==> src/rtl/rail_seq_ctrl.sv <==
// Four-rail power sequencer: staged enable on power-good, reverse-order shutdown, latched faults.
// All outputs registered; transitions land on the edge after their condition; no backpressure.
module rail_seq_ctrl #(
  parameter int PG_TIMEOUT_MS = 50,
  parameter int STAGE_DLY_MS  = 2,
  parameter int OFF_DLY_MS    = 1
) (
  input  logic       clk,
  input  logic       rst,
  input  logic       tick_1ms,
  input  logic       pwr_req,
  input  logic       fault_clr,
  input  logic [3:0] rail_pg,
  output logic [3:0] rail_en,
  output logic       pwr_ok,
  output logic       fault,
  output logic [1:0] fault_rail,
  output logic       fault_type,
  output logic [2:0] seq_state
);

  typedef enum logic [2:0] {
    S_OFF     = 3'd0,
    S_WAIT_PG = 3'd1,
    S_STG_DLY = 3'd2,
    S_ON      = 3'd3,
    S_OFF_SEQ = 3'd4,
    S_FAULT   = 3'd5
  } state_t;

  localparam logic [7:0] PG_TO   = 8'(PG_TIMEOUT_MS);
  localparam logic [7:0] STG_TO  = 8'(STAGE_DLY_MS);
  localparam logic [7:0] OFF_TO  = 8'(OFF_DLY_MS);

  state_t     state, state_d;
  logic [1:0] idx, idx_d, idx_inc, idx_dec;
  logic [7:0] timer;
  logic       tmr_restart;
  logic [3:0] en_d;
  logic       fault_d, ftype_d, pwr_ok_d;
  logic [1:0] frail_d;
  logic [3:0] idx_bit, good_mask, lost;
  logic [1:0] lost_idx;

  assign idx_inc = idx + 2'd1;
  assign idx_dec = idx - 2'd1;
  assign idx_bit = 4'b0001 << idx;

  // Rails already proven good: below idx while waiting, up to idx once idx's rail is good.
  always_comb begin
    good_mask = 4'b0000;
    case (state)
      S_WAIT_PG:       good_mask = idx_bit - 4'd1;
      S_STG_DLY, S_ON: good_mask = (idx_bit - 4'd1) | idx_bit;
      default:         good_mask = 4'b0000;
    endcase
  end

  assign lost = good_mask & ~rail_pg;

  always_comb begin
    lost_idx = 2'd0;
    for (int i = 3; i >= 0; i--) begin
      if (lost[i]) lost_idx = 2'(i);
    end
  end

  always_comb begin
    state_d     = state;
    idx_d       = idx;
    en_d        = rail_en;
    fault_d     = fault;
    frail_d     = fault_rail;
    ftype_d     = fault_type;
    tmr_restart = 1'b0;

    case (state)
      S_OFF: begin
        if (pwr_req && !fault) begin
          state_d = S_WAIT_PG;
          idx_d   = 2'd0;
          en_d    = 4'b0001;
        end
      end

      S_WAIT_PG, S_STG_DLY, S_ON: begin
        if (|lost) begin
          state_d = S_FAULT;
          en_d    = 4'b0000;
          fault_d = 1'b1;
          frail_d = lost_idx;
          ftype_d = 1'b1;
        end else if (state == S_WAIT_PG && timer == PG_TO && !rail_pg[idx]) begin
          state_d = S_FAULT;
          en_d    = 4'b0000;
          fault_d = 1'b1;
          frail_d = idx;
          ftype_d = 1'b0;
        end else if (!pwr_req) begin
          // idx always names the highest enabled rail in these states
          state_d = S_OFF_SEQ;
          en_d    = rail_en & ~idx_bit;
        end else if (state == S_WAIT_PG && rail_pg[idx]) begin
          state_d = (idx == 2'd3) ? S_ON : S_STG_DLY;
        end else if (state == S_STG_DLY && timer == STG_TO) begin
          state_d = S_WAIT_PG;
          idx_d   = idx_inc;
          en_d    = rail_en | (4'b0001 << idx_inc);
        end
      end

      S_OFF_SEQ: begin
        if (timer == OFF_TO) begin
          if (idx == 2'd0) begin
            state_d = S_OFF;
          end else begin
            idx_d       = idx_dec;
            en_d        = rail_en & ~(4'b0001 << idx_dec);
            tmr_restart = 1'b1;
          end
        end
      end

      S_FAULT: begin
        if (fault_clr && !pwr_req) begin
          state_d = S_OFF;
          fault_d = 1'b0;
          frail_d = 2'd0;
          ftype_d = 1'b0;
        end
      end

      default: state_d = S_OFF;
    endcase
  end

  assign pwr_ok_d = (state_d == S_ON);

  always_ff @(posedge clk) begin
    if (rst) begin
      state      <= S_OFF;
      idx        <= 2'd0;
      timer      <= 8'd0;
      rail_en    <= 4'b0000;
      pwr_ok     <= 1'b0;
      fault      <= 1'b0;
      fault_rail <= 2'd0;
      fault_type <= 1'b0;
    end else begin
      state      <= state_d;
      idx        <= idx_d;
      rail_en    <= en_d;
      pwr_ok     <= pwr_ok_d;
      fault      <= fault_d;
      fault_rail <= frail_d;
      fault_type <= ftype_d;
      if (state_d != state || tmr_restart) begin
        timer <= 8'd0;
      end else if (tick_1ms && timer != 8'hFF) begin
        timer <= timer + 8'd1;
      end
    end
  end

  assign seq_state = state;

endmodule

==> config.mk <==
export PLATFORM = sky130hd
export DESIGN_NAME = rail_seq_ctrl
export DESIGN_NICKNAME = d
export VERILOG_FILES = /design/src/rtl/rail_seq_ctrl.sv
export SDC_FILE = /design/constraint.sdc
export NUM_CORES = 1
export LEC_CHECK = 0
export CAP_MARGIN = 15
export CORE_MARGIN = 1
export CORE_UTILIZATION = 55
export CTS_CLUSTER_SIZE = 28
export DETAILED_ROUTE_END_ITERATION = 12
export PLACE_DENSITY = 0.79
export SETUP_SLACK_MARGIN = 0.1
export SYNTH_ARGS = -nofsm -noshare
export SYNTH_HDL_FRONTEND = slang
export SYNTH_SLANG_ARGS = --single-unit
==> constraint.sdc <==
create_clock -name clk -period 3.4 [get_ports clk]
set_input_delay 0.68 -clock clk [delete_from_list [all_inputs] [get_ports clk]]
set_output_delay 0.68 -clock clk [all_outputs]
set_load 0.02 [all_outputs]
==> results of run 1 <==
[metrics by stage]
step                instances  hold WS [ns]  setup slack (ns)  util, %  power [mW]
floorplan                 219         0.519             0.957        -       0.567
global placement          272         0.458             0.332     64.8       0.652
detailed placement        272         0.462             0.237     64.8       0.659
CTS                       275         0.478             0.548     65.5       0.777
global route              275         0.504             0.342     65.5       0.834
finish                    275         0.474             0.503     65.5       0.787
[worst max-delay path, stage by stage (launching register included)]
cell	delay [ns]
dfxtp_1	0.52
inv_1	0.13
ha_1	0.38
nand2b_1	0.22
a211oi_2	0.44
nor3_4	0.12
and3_1	0.37
a211oi_4	0.44
nor4_1	0.11
[cells in the final DEF, fill, tap and decap left out, types with 8 or more instances in the layout]
| master | count |
|---|---|
| nor2_1 | 17 |
| nand2_1 | 17 |
| nand2b_1 | 8 |
| clkdlybuf4s50_1 | 20 |
| dfxtp_1 | 22 |
| o21ai_0 | 11 |
| inv_1 | 13 |
| ha_1 | 9 |
| nor4_1 | 8 |
| a31oi_1 | 9 |
| a21oi_1 | 10 |
[path summary, 6_finish.rpt]
path / startpoint / cells past startpoint / end
hold / removal: fault_rail[0] / 2 / fault_rail[0]
setup / recovery: idx[0] / 8 / timer[4]
hold reg to reg: fault_rail[0] / 2 / fault_rail[0]
setup reg to reg: idx[0] / 8 / timer[4]
[metal layers]
layer	vias to the layer above	global-route usage, %	routed length [um]
met2	91	46.1	2180
met3	13	4.40	388
met4	0	12.6	99
met5	-	0	0
li1	852	-	-
met1	850	43.0	2080
[area by class of cell]
| cell class | instances | area [sq um] |
|---|---|---|
| Fill cell | 289 | 1050 |
| Timing Repair Buffer | 21 | 208 |
| Clock buffer | 3 | 22.5 |
| Inverter | 15 | 56.3 |
| Sequential cell | 22 | 440 |
| Tap cell | 44 | 55.1 |
| Multi-Input combinational cell | 170 | 1220 |
[report_power, final]
part / internal [mW] / leakage, nW / switching (mW)
Clock: 0.0415 / 0.0138 / 0.0832
Combinational: 0.134 / 0.454 / 0.212
Sequential: 0.279 / 0.179 / 0.0367
Total: 0.454 / 0.646 / 0.332
[registers in the layout (all words and copies together) (netlist names)]
| signal | count |
|---|---|
| timer | 8 |
| rail_en | 4 |
| seq_state | 3 |
| fault_rail | 2 |
| idx | 2 |
| fault | 1 |
| fault_type | 1 |
| pwr_ok | 1 |
[logic make-up after synthesis]
| kind of cell | Yosys count |
|---|---|
| AND/OR/NAND/NOR | 89 |
| flip-flops | 22 |
| XOR/XNOR | 5 |
| AO/OA/AOI/OAI | 65 |
| adder cells (fa/ha/maj) | 9 |
| multiplexers | 2 |
| buffers and inverters | 27 |
==> impl_metrics.tcl, run 1 <==
set metrics [dict create \
    rows 20 \
    core_area_sq_mm 0.00305 \
    synth_top_area_share_pct 24.8 \
    antenna_found_initial 0 \
    dr.pass1.iters 4 \
    gp_congestion 0.956 \
    synth_cells 219 \
    synth_xor_area_share_pct 2.46 \
    clock_latency_ns 0.32 \
    postSynthAreaPerCell_sq_um 8.12 \
    cp-end-kind "register" \
    antennaDiodeCount 0 \
    die_x_um 58.9 \
    relSlewSlack_pct 49.3 \
    rsz0062_at_grt "false" \
    synthTopCellsByArea "dfxtp_1, ha_1, nand2_1" \
    tightest_slew_ns 0.758 \
    synth.ff_latch_count 22 \
    grt_pass1_vias 1628 \
    synth_compound_area_share_pct 28.4 \
    yosysWarnings 0 \
    cp-start-kind "register" \
    syn_to_final_growth_pct 12.5 \
    h-tree-depth 1 \
    grt_use_total_pct 30.4 \
    start_util_pct 58.2 \
    vias 1806 \
    synth_area_sq_mm 0.00178 \
    cts.reportedPaths.clkPinSlew_ns 0.13 \
    post_cts_buffers 0 \
    synth_ff_type "dfxtp_1" \
    period_share_pct 85.2 \
    r2r_slack_ns 0.50 \
    setup_viol 0 \
    max_cap_violations 0 \
    ant_nets 0 \
    slew_violations 0 \
    worst-setup-path-type "register to register" \
    grt_max_degree 21 \
    place_area_sq_mm 0.00198 \
    ys_types 55 \
    cts_hold_buffers 0 \
    postCtsResizedCells 0 \
    worstPathArrival_ns 3.06 \
    design_area_sq_mm 0.00200 \
    worstPathRequired_ns 3.57 \
    synth_top_area_cell "dfxtp_1" \
    tns_ns 0 \
    die-area_sq_mm 0.00346 \
    finalClockSkew_ns 0.0135 \
    p_per_area_mw_per_mm2 393 \
    cp_max_fo 9 \
    min_period_ns 2.90 \
    io_buffer_count 20 \
    synth-simple-area-share_pct 29.4 \
    status "finished, final reports clean" \
    fmax_ghz 0.345 \
    ys_seq_area_share_pct 24.8 \
    synthTopCellsByCount "dfxtp_1, nand2_1, nor2_1" \
    hold_violations 0 \
    grt_overflow 0 \
    muxShareOfSynthArea_pct 1.90 \
    async_flop_share_pct 0 \
    leakagePower_nw 0.646 \
    drive_gt1_share_pct 9.96 \
    pin_count 21 \
    drcViolationCount 0 \
    drt_iter0_drc 165 \
    cts_made_buffers 3 \
    die_height_um 58.9 \
    synth_nets 237 \
    finalWirelength_um 4750 \
    vias_per_cell 6.57 \
    cts_buffer_depth 2 \
    synth.most_common_cell "dfxtp_1" \
    grt_pass1_wl_um 7990 \
    dp_hpwl_um 3560 \
    nets 251 \
    synth_top_family_by_area "simple AND/OR/NAND/NOR gates" \
    hold_class "register to register" \
    synth_enable_flop_cells 0 \
    cts_tree "yes" \
    cts.sinks 22 \
    wl_per_cell_um 17.3 \
    cts_root_buf "clkbuf_4" \
    synth_fa_ha_area_share_pct 6.33 \
    ir_drop_uv 193 \
]
Power figures use the tool's default switching activity.
==> inputs of run 2 (changes only) <==
CORE_UTILIZATION = 25   (was 55)
PLACE_DENSITY = default   (was 0.79)
PLACE_DENSITY_LB_ADDON = 0.1   (was default)
==> run 2 against run 1 <==
Register-to-register slack improved by 0.02 ns. Sequential power about the same. Routed wire length rose by 11%. Design area grew 7.2%. Clock skew grew 0.0011 ns. Critical path depth shrank 1. Clock-buffer cell count unchanged. Power increased by 18%. Via count decreased by 3.9%. Combinational power up 2%. Critical endpoint is now timer[5]. Largest cell class unchanged.
==> impl_metrics.tcl, run 2 (synthesis gave the netlist of run 1 again) <==
set metrics [dict create \
    min_period_ns 2.91 \
    gp_congestion 0.806 \
    grt_use_total_pct 15.2 \
    dp_hpwl_um 4020 \
    antenna_found_initial 0 \
    tightest_slew_ns 0.587 \
    drt_iter0_drc 181 \
    cts.sinks 22 \
    fmax_ghz 0.344 \
    rows 30 \
    cts_root_buf "clkbuf_8" \
    largest_reg_flops 8 \
    cts_tree "yes" \
    cts_buffer_depth 2 \
    status "finished, final reports clean" \
    post_cts_buffers 0 \
    dr.pass1.iters 4 \
    relSlewSlack_pct 60.7 \
    vias_per_cell 5.23 \
    core_area_sq_mm 0.00683 \
    grt_pass1_vias 1656 \
    die_x_um 86.3 \
    cp-start-kind "input port" \
    cts_hold_buffers 0 \
    grt_pass1_wl_um 8670 \
    holdCritStartpoint "fault_rail[0]" \
    drive_gt1_share_pct 11.9 \
    grt_overflow 0 \
    path_cells "clkdlybuf4s50_1 > mux4_2 > and4b_4 > nor3_4 > and3_1 > a211oi_4 > nor4_1" \
    cp-end-kind "register" \
    finalWirelength_um 5260 \
    whs_ns 0.465 \
    worstPathRequired_ns 3.56 \
    worst-setup-path-type "input port to register" \
    tns_ns 0 \
    critical_path.max_stage_delay_ns 0.53 \
    finalClockSkew_ns 0.0146 \
    leakagePower_nw 0.688 \
    max_cap_violations 0 \
    nets 255 \
    vias 1735 \
    timing.rr.start "idx[0]" \
    cp_max_fo 9 \
    hold_end "fault_rail[0]" \
    critPathLaunch "rail_pg[1]" \
    p_per_area_mw_per_mm2 432 \
    syn_to_final_growth_pct 20.6 \
    worstPathArrival_ns 3.06 \
    postCtsResizedCells 0 \
    r2r-end "timer[5]" \
    start_util_pct 26.0 \
    final_common_cell "dfxtp_1" \
    hold_violations 0 \
    rsz0062_at_grt "false" \
    clock_latency_ns 0.28 \
    period_share_pct 85.5 \
    io_buffer_count 20 \
    slew_violations 0 \
    setup_viol 0 \
    reg2regPathDepth 8 \
    die_height_um 86.3 \
    drcViolationCount 0 \
    antennaDiodeCount 0 \
    hold_class "register to register" \
    grt_max_degree 17 \
    ir_drop_uv 155 \
    pin_count 21 \
    r2r_slack_ns 0.52 \
    ant_nets 0 \
    cts.reportedPaths.clkPinSlew_ns 0.10 \
    wl_per_cell_um 15.8 \
    regMostFlops "timer" \
    min_delay_path_depth 2 \
    cts_made_buffers 3 \
    slowest_stage "mux4_2" \
    die-area_sq_mm 0.00745 \
    h-tree-depth 1 \
    final_cell_mix "dfxtp_1, clkdlybuf4s50_1, nor2_1, nand2_1, inv_1" \
]
-- run 2: cell types whose count changed in the layout (fill, tap and decap cells not counted) --
| cell | change |
|---|---|
| buf_4 | +4 |
| clkbuf_4 | -3 |
| clkbuf_8 | +3 |
| bufinv_16 | +1 |
-- run 2: through the flow --
stage               utilization [%]  cells  total power, mW  area (sq um)  setup slack (ns)
global placement               30.3    328            0.685          2070             0.245
finish                         31.4    332            0.927          2140             0.495
floorplan                         -    219            0.567          1780             0.957
detailed placement             30.3    328            0.678          2070             0.218
global route                   31.4    332            0.989          2140             0.267
CTS                            31.4    332            0.935          2140             0.509
-- run 2: critical path: cells and delay by family --
family / cells / cell delay [ns]
muxes: 1 / 0.53
and+or+nand+nor: 4 / 0.94
AOI/OAI and AO/OA: 1 / 0.44
buffers and inverters: 1 / 0.47
-- run 2: how the worst max path moves through the flow --
stage / slack [ns] / cells after the start / endpoint
3_5_place_dp: 0.22 / 7 / timer[4]
2_1_floorplan: 0.96 / 7 / timer[0]
5_1_grt: 0.27 / 8 / timer[5]
3_3_place_gp: 0.24 / 7 / timer[4]
4_1_cts: 0.51 / 7 / timer[5]
6_report: 0.49 / 7 / timer[5]
-- run 2: power breakdown --
group          internal (mW)  total (mW)  leakage (nW)  switching (mW)
Sequential             0.279       0.319         0.179          0.0396
Combinational          0.140       0.354         0.473           0.214
Clock                  0.158       0.255        0.0357          0.0969
Total                  0.576       0.927         0.688           0.351
-- run 2: final cells by class --
| class | instances | area, sq um |
|---|---|---|
| fill | 739 | 4690 |
| inverter | 15 | 56.3 |
| sequential | 22 | 440 |
| multi-input combinational | 170 | 1220 |
| tap | 96 | 120 |
| clock buffer | 3 | 41.3 |
| timing repair buffer | 25 | 238 |
| clock inverter | 1 | 30.0 |
-- run 2: routing by layer --
layer | GRT usage, % | share of wire [%] | vias to the layer above
met4 | 5.76 | 1.9 | 0
met5 | 0 | 0 | -
met3 | 2.10 | 4.5 | 8
met1 | 20.2 | 47 | 827
li1 | - | - | 854
met2 | 24.9 | 47 | 46
